<file path="config.mk">
export PLATFORM = sky130hd
export DESIGN_NAME = mem_wb_skid_stage_flat
export DESIGN_NICKNAME = d
export VERILOG_FILES = /design/src/rtl/mem_wb_skid_stage_if.sv /design/src/rtl/mem_wb_skid_stage.sv /design/src/flat_wrapper.sv
export SDC_FILE = /design/constraint.sdc
export NUM_CORES = 1
export LEC_CHECK = 0
export CORE_ASPECT_RATIO = 1.5
export CORE_MARGIN = 3
export CORE_UTILIZATION = 51
export CTS_CLUSTER_SIZE = 28
export DETAILED_ROUTE_END_ITERATION = 6
export PLACE_DENSITY = 0.81
export SLEW_MARGIN = 20
export SYNTH_ARGS = -nofsm -noshare
export SYNTH_HDL_FRONTEND = slang
export SYNTH_SLANG_ARGS = --single-unit
</file>
<file path="constraint.sdc">
create_clock -name clk -period 1.7 [get_ports clk]
set_clock_uncertainty 0.05 [all_clocks]
set_input_delay 0.255 -clock clk [delete_from_list [all_inputs] [get_ports clk]]
set_output_delay 0.255 -clock clk [all_outputs]
set_load 0.1 [all_outputs]
</file>
<file path="src/rtl/mem_wb_skid_stage_if.sv">
// Handshake and data bundle between the MEM stage, the MEM/WB skid stage and the writeback port.
// The slave modport is the stage's view; the master modport is the view of whatever drives it.
interface mem_wb_skid_stage_if #(
  parameter int DATA_W = 64,
  parameter int RD_W   = 5
);
  logic              in_valid;
  logic              in_ready;
  logic [DATA_W-1:0] read_data_in;
  logic [DATA_W-1:0] result_alu_in;
  logic [RD_W-1:0]   rd_in;
  logic              memtoreg_in;
  logic              regwrite_in;
  logic              flush;

  logic              out_valid;
  logic              out_ready;
  logic [DATA_W-1:0] readdata;
  logic [DATA_W-1:0] result_alu_out;
  logic [RD_W-1:0]   rd;
  logic              memtoreg;
  logic              regwrite;
  logic [DATA_W-1:0] wb_data;
  logic [1:0]        occupancy;

  modport master (
    output in_valid, read_data_in, result_alu_in, rd_in, memtoreg_in, regwrite_in, flush,
    output out_ready,
    input  in_ready, out_valid, readdata, result_alu_out, rd, memtoreg, regwrite, wb_data,
    input  occupancy
  );

  modport slave (
    input  in_valid, read_data_in, result_alu_in, rd_in, memtoreg_in, regwrite_in, flush,
    input  out_ready,
    output in_ready, out_valid, readdata, result_alu_out, rd, memtoreg, regwrite, wb_data,
    output occupancy
  );
endinterface

</file>
<file path="src/rtl/mem_wb_skid_stage.sv">
// MEM/WB pipeline stage with valid/ready handshake, two-entry skid buffer (M = output, S = skid),
// synchronous flush, x0 write suppression and a writeback mux fed only from the output register.
module mem_wb_skid_stage #(
  parameter int DATA_W         = 64,
  parameter int RD_W           = 5,
  parameter bit ZERO_REG_GUARD = 1'b1
) (
  input  logic                clk,
  input  logic                reset,
  mem_wb_skid_stage_if.slave  bus
);

  typedef struct packed {
    logic [DATA_W-1:0] rdata;
    logic [DATA_W-1:0] alu;
    logic [RD_W-1:0]   rd;
    logic              memtoreg;
    logic              regwrite;
  } entry_t;

  entry_t            m_q, m_d;
  entry_t            s_q, s_d;
  entry_t            in_entry;
  logic              m_valid_q, m_valid_d;
  logic              s_valid_q, s_valid_d;
  logic              in_ready_q, in_ready_d;
  logic              accept;
  logic              drain;
  logic              rd_is_zero;
  logic [DATA_W-1:0] wb_data_w;

  always_comb begin
    rd_is_zero        = (bus.rd_in == '0);
    in_entry.rdata    = bus.read_data_in;
    in_entry.alu      = bus.result_alu_in;
    in_entry.rd       = bus.rd_in;
    in_entry.memtoreg = bus.memtoreg_in;
    in_entry.regwrite = bus.regwrite_in & ~(ZERO_REG_GUARD & rd_is_zero);
  end

  assign accept = bus.in_valid & in_ready_q;
  assign drain  = m_valid_q & bus.out_ready;

  always_comb begin
    m_d       = m_q;
    s_d       = s_q;
    m_valid_d = m_valid_q;
    s_valid_d = s_valid_q;
    if (bus.flush) begin
      // Data fields keep their stale values; only the valids matter after a kill.
      m_valid_d = 1'b0;
      s_valid_d = 1'b0;
    end else if (!m_valid_q || drain) begin
      if (s_valid_q) begin
        m_d       = s_q;
        m_valid_d = 1'b1;
        s_valid_d = 1'b0;
      end else if (accept) begin
        m_d       = in_entry;
        m_valid_d = 1'b1;
      end else begin
        m_valid_d = 1'b0;
      end
    end else if (accept) begin
      s_d       = in_entry;
      s_valid_d = 1'b1;
    end
    // Ready is a flop of the next skid state, so out_ready never reaches in_ready combinationally.
    in_ready_d = ~s_valid_d;
  end

  always_ff @(posedge clk) begin
    if (!reset) begin
      m_q        <= '0;
      s_q        <= '0;
      m_valid_q  <= 1'b0;
      s_valid_q  <= 1'b0;
      in_ready_q <= 1'b1;
    end else begin
      m_q        <= m_d;
      s_q        <= s_d;
      m_valid_q  <= m_valid_d;
      s_valid_q  <= s_valid_d;
      in_ready_q <= in_ready_d;
    end
  end

  genvar gi;
  generate
    for (gi = 0; gi < DATA_W; gi++) begin : g_wb_mux
      assign wb_data_w[gi] = m_q.memtoreg ? m_q.rdata[gi] : m_q.alu[gi];
    end
  endgenerate

  assign bus.in_ready       = in_ready_q;
  assign bus.out_valid      = m_valid_q;
  assign bus.readdata       = m_q.rdata;
  assign bus.result_alu_out = m_q.alu;
  assign bus.rd             = m_q.rd;
  assign bus.memtoreg       = m_q.memtoreg;
  assign bus.regwrite       = m_valid_q & m_q.regwrite;
  assign bus.wb_data        = wb_data_w;
  assign bus.occupancy      = {1'b0, m_valid_q} + {1'b0, s_valid_q};

endmodule

</file>
<file path="src/flat_wrapper.sv">
// flat-port wrapper written by rule: the top's interface ports become plain ports
module mem_wb_skid_stage_flat 
#(
  parameter int DATA_W         = 64,
  parameter int RD_W           = 5,
  parameter bit ZERO_REG_GUARD = 1'b1
)
  (clk, reset, bus_in_valid, bus_read_data_in, bus_result_alu_in, bus_rd_in, bus_memtoreg_in, bus_regwrite_in, bus_flush, bus_out_ready, bus_in_ready, bus_out_valid, bus_readdata, bus_result_alu_out, bus_rd, bus_memtoreg, bus_regwrite, bus_wb_data, bus_occupancy);
  mem_wb_skid_stage_if #(.DATA_W(DATA_W), .RD_W(RD_W)) bus_i ();
  input  logic clk;
  input  logic reset;
  input wire logic [$bits(bus_i.in_valid)-1:0] bus_in_valid;
  input wire logic [$bits(bus_i.read_data_in)-1:0] bus_read_data_in;
  input wire logic [$bits(bus_i.result_alu_in)-1:0] bus_result_alu_in;
  input wire logic [$bits(bus_i.rd_in)-1:0] bus_rd_in;
  input wire logic [$bits(bus_i.memtoreg_in)-1:0] bus_memtoreg_in;
  input wire logic [$bits(bus_i.regwrite_in)-1:0] bus_regwrite_in;
  input wire logic [$bits(bus_i.flush)-1:0] bus_flush;
  input wire logic [$bits(bus_i.out_ready)-1:0] bus_out_ready;
  output wire logic [$bits(bus_i.in_ready)-1:0] bus_in_ready;
  output wire logic [$bits(bus_i.out_valid)-1:0] bus_out_valid;
  output wire logic [$bits(bus_i.readdata)-1:0] bus_readdata;
  output wire logic [$bits(bus_i.result_alu_out)-1:0] bus_result_alu_out;
  output wire logic [$bits(bus_i.rd)-1:0] bus_rd;
  output wire logic [$bits(bus_i.memtoreg)-1:0] bus_memtoreg;
  output wire logic [$bits(bus_i.regwrite)-1:0] bus_regwrite;
  output wire logic [$bits(bus_i.wb_data)-1:0] bus_wb_data;
  output wire logic [$bits(bus_i.occupancy)-1:0] bus_occupancy;
  assign bus_i.in_valid = bus_in_valid;
  assign bus_i.read_data_in = bus_read_data_in;
  assign bus_i.result_alu_in = bus_result_alu_in;
  assign bus_i.rd_in = bus_rd_in;
  assign bus_i.memtoreg_in = bus_memtoreg_in;
  assign bus_i.regwrite_in = bus_regwrite_in;
  assign bus_i.flush = bus_flush;
  assign bus_i.out_ready = bus_out_ready;
  assign bus_in_ready = bus_i.in_ready;
  assign bus_out_valid = bus_i.out_valid;
  assign bus_readdata = bus_i.readdata;
  assign bus_result_alu_out = bus_i.result_alu_out;
  assign bus_rd = bus_i.rd;
  assign bus_memtoreg = bus_i.memtoreg;
  assign bus_regwrite = bus_i.regwrite;
  assign bus_wb_data = bus_i.wb_data;
  assign bus_occupancy = bus_i.occupancy;
  mem_wb_skid_stage #(.DATA_W(DATA_W), .RD_W(RD_W), .ZERO_REG_GUARD(ZERO_REG_GUARD)) u_core (.clk(clk), .reset(reset), .bus(bus_i));
endmodule
</file>
==> results.md, run 1 <==
- Via count of the first global-routing pass: 13849
- Signal arrival time at the worst endpoint: between 1500 and 2000 ps
- DR WL/cell: about 25 um
- Routed wire length: 52.7 mm
- Area of the core: 28200 sq um
- Residual DRC count: 0
- Ordered cell list for the critical path: buf_6 -> clkbuf_16 -> mux2_4 -> buf_12
- Synthesized netlist cell count: 1630
- Critical path endpoint category: primary output
- Synth-to-Final Area Change: 47.3%
- Final critical-path share of the clock period: 121%
- Most area-hungry cell type in the Yosys netlist: sky130_fd_sc_hd__dfxtp_1
- Root buffer cell: sky130_fd_sc_hd__clkbuf_16
- Switching power summed over all nets: 6.99 mW
- LEAKAGE: 7.57 nW
- RSZ-0062 raised after global routing: true
- Count of filler cells inserted in the layout: 1643
- Post-route standard cell area excluding fillers: 21500 sq um
- Gate power share: about 34%
- Pwr Density: 911 nW/um^2
- Number of port buffers: 342
- Overflow left after global routing: 0
- Master of the slowest instance on the critical path: sky130_fd_sc_hd__dfxtp_4
- Worst min-delay path class: in -> reg
- Startpoint Class: flop
- Mean area per synthesized cell: 8.97 sq um
- Combined buffer and inverter count along the critical path: 3
- Crit path max-delay family: buffers and inverters
- Top library cells by usage in the layout, fill and taps aside: 269 x sky130_fd_sc_hd__dfxtp_1, 249 x sky130_fd_sc_hd__buf_12, 138 x sky130_fd_sc_hd__clkdlybuf4s50_1
- Slew HR: 67.7%
- Count of distinct cell types in the synthesized netlist: 36
- Max clock buf depth: 3
- Netlist area before placement: 14600 sq um
- Maximum single-stage delay on the critical path: 390 ps
- Data required, critical path: between 1000 and 1500 ps
- Number of buffers added by the clock tree synthesis step: 27
- Setup violations, final: 67
- Hold Slack: approximately 180 ps
- Fraction of final layout cells with drive strength greater than 1: 34.7%
- Least setup slack across all paths after layout: -355 ps
- Initial DRT Pass Iterations: 7
- Gpl congestion: around 0.84
- Wire length of the first global-routing pass: 75.6 mm
- Maximum ir drop on the vdd rail: 0.782 mV
- Pin count of the biggest net entering global routing: 93
- Max Cap Viol: 0
- Combined area of the multi-input logic cells: 7620 sq um
- Initial cell density of the core: 51.9%
- Die outline area: 30800 sq um
- Slew of the pin with the lowest slew margin: 481 ps
- Clock-pin slew on the worst setup and hold paths: roughly 60 ps
- DP Area: 19900 sq um
- Die height: 213 um
- Fraction of synthesized cell area taken by the top area cell type: 37.4%
- Final Power: 19.6 mW
- Detailed Place HPWL: ~33 mm
- Sequential cell area: 5480 sq um
- Crit Reg-Reg Startpoint: u_core.bus.out_valid
- Leading cell type in the layout, fill and taps excluded: sky130_fd_sc_hd__dfxtp_1
- # clock sinks: between 200 and 300
- Source of the worst hold timing path: bus_flush
- Async set-reset flop share out of synthesis: 0%
- Violated checks: negative setup slack
- Ys flop type: sky130_fd_sc_hd__dfxtp_1
- Switching share of power: 35.6%
- Yosys warns: 0
- TritonCTS clock tree: done
- Overall via count from detail_route: 14172
- Number of nets in the layout: 1917
- Critical Path Source: u_core.bus.memtoreg
- Share of power burned in registers: 35.8%
- Final Hold Fails: 0
- Maximum fanout along the worst path: 8
- Result of the run: finished with violations
- Number of DRC markers after the initial detailed-route iteration: 1348
- Seq/Total Area, Yosys: a little under two fifths
- Top cells by area, synth: sky130_fd_sc_hd__dfxtp_1 37%, sky130_fd_sc_hd__mux2_2 12%, sky130_fd_sc_hd__buf_4 7.5%
- Row Count: 75
- Vias/cell: 6.60
- EDFF count, synth: 0
- Maximum clock frequency: 0.487 GHz
- Total placed cells including tap cells: 2071
- Final instance count without filler cells: 2147
- Design internal power: 12.6 mW
- Insertion delay of the later-clocked pin in the worst-skew pair: 530 ps
- Remaining number of nets flagged by the antenna check after routing: 0
- Final number of max-transition violations: 0
- Net Count, Synth: 1771
- Antenna violations before repair: 8
- H-tree lvl count: 1
- Boundary pin count: 343
- Clock network fraction of design power: 30.6%
- Overall Global Routing Usage: between 20% and 30%
- Horizontal die dimension: 144 um
- CP Class: reg -> out
- Total of flip-flops plus latches after synthesis: between 200 and 300
- Final worst path period need: approximately 2100 ps
- Cts hold-fix bufs: 0
## worst min-delay path: cells and delay by family
family / cells / cell delay, ps
buffers and inverters: 1 / 240
AND/OR/NAND/NOR: 2 / 210
## cell usage after synthesis, drive strengths merged (2+ instances only)
library cell and n:
dfxtp 273, buf 234, mux2 198, a21oi 136, a31oi 135, o21ai 135
nand3 134, nor3 134, nor4 134, clkbuf 97, inv 3, nand2 2
nor2b 2
## per-layer routing
layer	wire [um]	part of all wire, %	up-vias	global-route usage, %
met5	24	0.046	-	0
met4	3060	5.8	4	15.4
met3	4210	8.0	194	5.38
met2	27200	52	821	52.9
met1	18300	35	6894	34.5
li1	-	-	6259	-
## sequential cells by signal, summed over array words and instances (netlist names)
| register | count |
|---|---|
| u_core.s_q | 135 |
| u_core.bus.readdata | 64 |
| u_core.bus.result_alu_out | 64 |
| u_core.bus.rd | 5 |
| u_core.bus.in_ready | 1 |
| u_core.bus.memtoreg | 1 |
| u_core.bus.out_valid | 1 |
| u_core.m_q | 1 |
| u_core.s_valid_q | 1 |
## what timing repair did
item,4_1_cts,5_1_grt
pin swaps,0,2
buffers inserted,3,8
resized for setup,7,51
endpoints found under the setup margin,69,103
gates cloned,0,12
## power groups by stage
stage	Clock [mW]	Sequential [mW]	Combinational, mW
global route	6.31	7.04	6.78
detailed placement	0	7.15	6.33
global placement	0	7.13	6.25
CTS	6.05	7.00	6.37
finish	6.01	7.02	6.60
floorplan	0	6.94	4.29
## worst paths after layout
kind	endpoint	slack [ps]	cells past startpoint
setup reg to reg	u_core.bus.result_alu_out[5]	0	7
hold / removal	u_core.bus.readdata[15]	180	3
setup / recovery	bus_wb_data[36]	-350	4
hold reg to reg	u_core.s_q[115]	420	2
## cell type report
type / instances / area share (%)
clock inverters: 5 / 0.296
diodes: 7 / 0.0813
inverters: 3 / 0.122
well taps: 346 / 2.01
clock buffers: 42 / 3.78
flip-flops and latches: 273 / 25.5
repair buffers: 448 / 32.9
multi-input cells: 1023 / 35.4
## metrics by stage
stage	setup slack [ps]	util [%]	TNS, ps
5_1_grt	-401	76.5	-24570
2_1_floorplan	19.2	-	0
4_1_cts	-395	74.3	-21980
3_5_place_dp	-339	70.9	-36390
3_3_place_gp	-151	70.9	-23230
6_report	-355	76.5	-21210
## cell families after synthesis
group | synth area share [%]
simple gates | 17.1
compound gates | 15.4
mux | 16.2
fa+ha+maj | 0.0856
buf+inv | 13.7
flops | 37.4
(Power assumes the default switching activity.)
==> run 2: changes to the inputs <==
--- a/config.mk
+++ b/config.mk
@@ -5,9 +5,11 @@
 export SDC_FILE = /design/constraint.sdc
 export NUM_CORES = 1
 export LEC_CHECK = 0
+export ABC_AREA = 1
+export ABC_CLOCK_PERIOD_IN_PS = 1700
 export CORE_ASPECT_RATIO = 1.5
 export CORE_MARGIN = 3
-export CORE_UTILIZATION = 51
+export CORE_UTILIZATION = 50
 export CTS_CLUSTER_SIZE = 28
 export DETAILED_ROUTE_END_ITERATION = 6
 export PLACE_DENSITY = 0.81
==> run 2 against run 1 <==
  * The flow still finishes with violations (negative setup slack)
  * Sequential cell count stayed put
  * Clock power hardly changed
  * Cell count is 21% higher
  * Global-route usage is 3.5 points higher
  * Worst hold slack worse by 60 ps
  * Critical path type unchanged
  * Largest power group unchanged
==> results.md, run 2 <==
- Busiest grt layer: met2
- Vias/cell: 5.79 (-12%)
- Ys flop type: sky130_fd_sc_hd__dfxtp_1
- Fraction of final layout cells with drive strength greater than 1: 20.9% (-14 points)
- Overflow left after global routing: 0 (unchanged)
- EDFF count, synth: 0 (unchanged)
- Maximum ir drop on the vdd rail: 0.841 mV (+7.5%)
- Number of buffers added by the clock tree synthesis step: 27 (unchanged)
- Synthesized netlist cell count: 2060 (+26%)
- Sum of negative setup slack: -17320 ps (+3890 ps)
- Cts hold-fix bufs: 0 (unchanged)
- Initial cell density of the core: 50.7% (-1.2 points)
- Reg-to-reg slack, setup: 70 ps (+70 ps)
- Die outline area: 29000 sq um (-5.7%)
- Total placed cells including tap cells: 2526 (+22%)
- Path length in cells of the critical path: 5 (+1)
- Routed wire length: 51.0 mm (-3.2%)
- Total of flip-flops plus latches after synthesis: 273 (unchanged)
- Top cells by area, synth: sky130_fd_sc_hd__dfxtp_1 41%, sky130_fd_sc_hd__nand2_1 20%, sky130_fd_sc_hd__buf_4 7.8%
- Ordered cell list for the critical path: buf_16 -> buf_12 -> nand2_4 -> o21ai_4 -> buf_12
- Detailed Place HPWL: 31.5 mm (-3.6%)
- Insertion delay of the later-clocked pin in the worst-skew pair: 530 ps (about the same)
- LEAKAGE: 9.02 nW (+19%)
- Master of the slowest instance on the critical path: sky130_fd_sc_hd__dfxtp_4
- Remaining number of nets flagged by the antenna check after routing: 0 (unchanged)
- Die height: 207 um (-2.9%)
- Maximum single-stage delay on the critical path: 440 ps (+50 ps)
- Horizontal die dimension: 140 um (-2.9%)
- Number of port buffers: 342 (unchanged)
- Top-count cell post-synth: sky130_fd_sc_hd__nand2_1
- Synth-to-Final Area Change: 55.4%
- TritonCTS clock tree: done
- Wire length of the first global-routing pass: 79.8 mm (+5.6%)
- Pwr Density: 934 nW/um^2 (+2.5%)
- Worst Reg2Reg Path Length in Cells: 7 (unchanged)
- Mean area per synthesized cell: 6.55 sq um (-27%)
- Met1 GRT Util: 36.8% (+2.2 points)
- Final instance count without filler cells: 2599 (+21%)
- CP Class: reg -> out
- Overall via count from detail_route: 15060 (+6.3%)
- Root buffer cell: sky130_fd_sc_hd__clkbuf_16
- DR WL/cell: 19.6 um (-20%)
- Data required, critical path: 1390 ps (about the same)
- Crit path max-delay family: buffers and inverters
- Fraction of synthesized cell area taken by the top area cell type: 40.5% (+3.1 points)
- Slew HR: 72.1% (+4.4 points)
- CP dominant cell by count: sky130_fd_sc_hd__buf_12
- Area of the core: 26600 sq um (-5.6%)
- Boundary pin count: 343 (unchanged)
- Worst min-delay path class: in -> reg
- Row Count: 73 (-2.7%)
- Setup violations, final: 65 (-3.0%)
- Combined buffer and inverter count along the critical path: 3 (unchanged)
- Via count of the first global-routing pass: 15066 (+8.8%)
- Maximum clock frequency: 0.490 GHz (+0.76%)
- Synth top cells by count: 733 x sky130_fd_sc_hd__nand2_1, 273 x sky130_fd_sc_hd__dfxtp_1, 203 x sky130_fd_sc_hd__nor2_1, 141 x sky130_fd_sc_hd__buf_4, 137 x sky130_fd_sc_hd__nand3_1
- End-of-flow core utilization: 78.9% (+2.4 points)
- Async set-reset flop share out of synthesis: 0% (unchanged)
- Combined area of the multi-input logic cells: 7070 sq um (-7.2%)
- Count of distinct cell types in the synthesized netlist: 19 (-47%)
- # clock sinks: 273 (unchanged)
- Net Count, Synth: 2201 (+24%)
- Pin count of the biggest net entering global routing: 87 (-6.5%)
- Hold Slack: 120 ps (-60.5 ps)
- Initial DRT Pass Iterations: 6 (-1)
- Sequential cell area: 5480 sq um (unchanged)
- Maximum fanout along the worst path: 11 (+3)
- Final critical-path share of the clock period: 120% (-0.91 points)
- Max clock buf depth: 3 (unchanged)
- H-tree lvl count: 1 (unchanged)
- Signal arrival time at the worst endpoint: 1730 ps (-20 ps)
- Violated checks: negative setup slack
- Final number of max-transition violations: 0 (unchanged)
- Global routing met3 resource utilization: 5.50% (+0.12 points)
- Max Cap Viol: 0 (unchanged)
- RSZ-0062 raised after global routing: true
- Seq/Total Area, Yosys: 40.5% (+3.1 points)
- Clock-pin slew on the worst setup and hold paths: 70 ps (about the same)
- Cells on Worst Hold Path: 3 (unchanged)
- Startpoint Class: flop
- Result of the run: finished with violations
- Most area-hungry cell type in the Yosys netlist: sky130_fd_sc_hd__dfxtp_1
- Final worst path period need: 2040 ps (-15.5 ps)
- Antenna violations before repair: 8 (unchanged)
- Number of DRC markers after the initial detailed-route iteration: 1402 (+4.0%)
- Residual DRC count: 0 (unchanged)
- Met2 Use GR: 58.7% (+5.8 points)
- Overall Global Routing Usage: 33.5% (+3.5 points)
- Slew of the pin with the lowest slew margin: 419 ps (-61.6 ps)
- Final Hold Fails: 0 (unchanged)
- Max FFs per register: 135 (unchanged)
- Count of filler cells inserted in the layout: 1573 (-4.3%)
- Critical path endpoint category: primary output
- Yosys warns: 0 (unchanged)
- Register bank with the most flops: u_core.s_q
- Least setup slack across all paths after layout: -339 ps (+15.5 ps)
- Final Power: 19.6 mW (-0.24%)
- Gpl congestion: 0.864 (+2.3%)
- Post-route standard cell area excluding fillers: 21000 sq um (-2.7%)
- Netlist area before placement: 13500 sq um (-7.7%)
- DP Area: 19500 sq um (-2.4%)
- Dpl ws: -198 ps (+142 ps)
- Number of nets in the layout: 2374 (+24%)
- Leading cell type in the layout, fill and taps excluded: sky130_fd_sc_hd__nand2_1
- Top library cells by usage in the layout, fill and taps aside: 682 x sky130_fd_sc_hd__nand2_1, 269 x sky130_fd_sc_hd__dfxtp_1, 239 x sky130_fd_sc_hd__buf_12
## run 2: tightest hold or removal path: stages
cell and delay, ps:
sky130_fd_sc_hd__buf_4 230, sky130_fd_sc_hd__nand2_1 110, sky130_fd_sc_hd__nor2_1 30
## run 2: routing by layer
layer	vias to the layer above	share of wire [%]
met5	-	0
met4	0	7.6
met3	237	8.3
met2	973	51
met1	7055	33
li1	6795	-
## run 2: final timing paths
| kind | from | endpoint |
|---|---|---|
| worst min register to register | u_core.s_q[114] | u_core.s_q[114] |
| worst min-delay path | reset | u_core.bus.result_alu_out[13] |
| worst max-delay path | u_core.bus.memtoreg | bus_wb_data[10] |
| worst max register to register | u_core.s_valid_q | u_core.bus.readdata[35] |
## run 2: final cells by class
| type | instances | share of cell area, % |
|---|---|---|
| Clock inverter | 14 | 0.513 |
| Clock buffer | 36 | 3.68 |
| Sequential cell | 273 | 26.1 |
| Multi-Input combinational cell | 1421 | 33.7 |
| Antenna cell | 8 | 0.0955 |
| Inverter | 75 | 1.38 |
| Tap cell | 337 | 2.01 |
| Timing Repair Buffer | 435 | 32.4 |
## run 2: cell families (layout without fill, tap and decap cells)
group / count (synthesis) / in the layout / share of synthesized area [%]
compound gates: 341 / 341 / 13.3
fa+ha+maj: 1 / 1 / 0.0927
buf+inv: 366 / 560 / 14.7
flops: 273 / 273 / 40.5
other cells: 0 / 8 / 0
simple gates: 1079 / 1079 / 31.4
## run 2: what timing repair did
item,4_1_cts,5_1_grt
buffers inserted,10,0
resized for setup,83,20
endpoints found under the setup margin,67,74
gates cloned,5,0
endpoints found under the hold margin,0,0
pin swaps,5,0
## run 2: where the power goes
| group | switching, mW | total, mW | internal, mW | leakage [nW] |
|---|---|---|---|---|
| clock network | 2.64 | 5.99 | 3.35 | 0.437 |
| logic | 4.20 | 6.58 | 2.38 | 6.35 |
| registers | 0.356 | 7.01 | 6.65 | 2.23 |
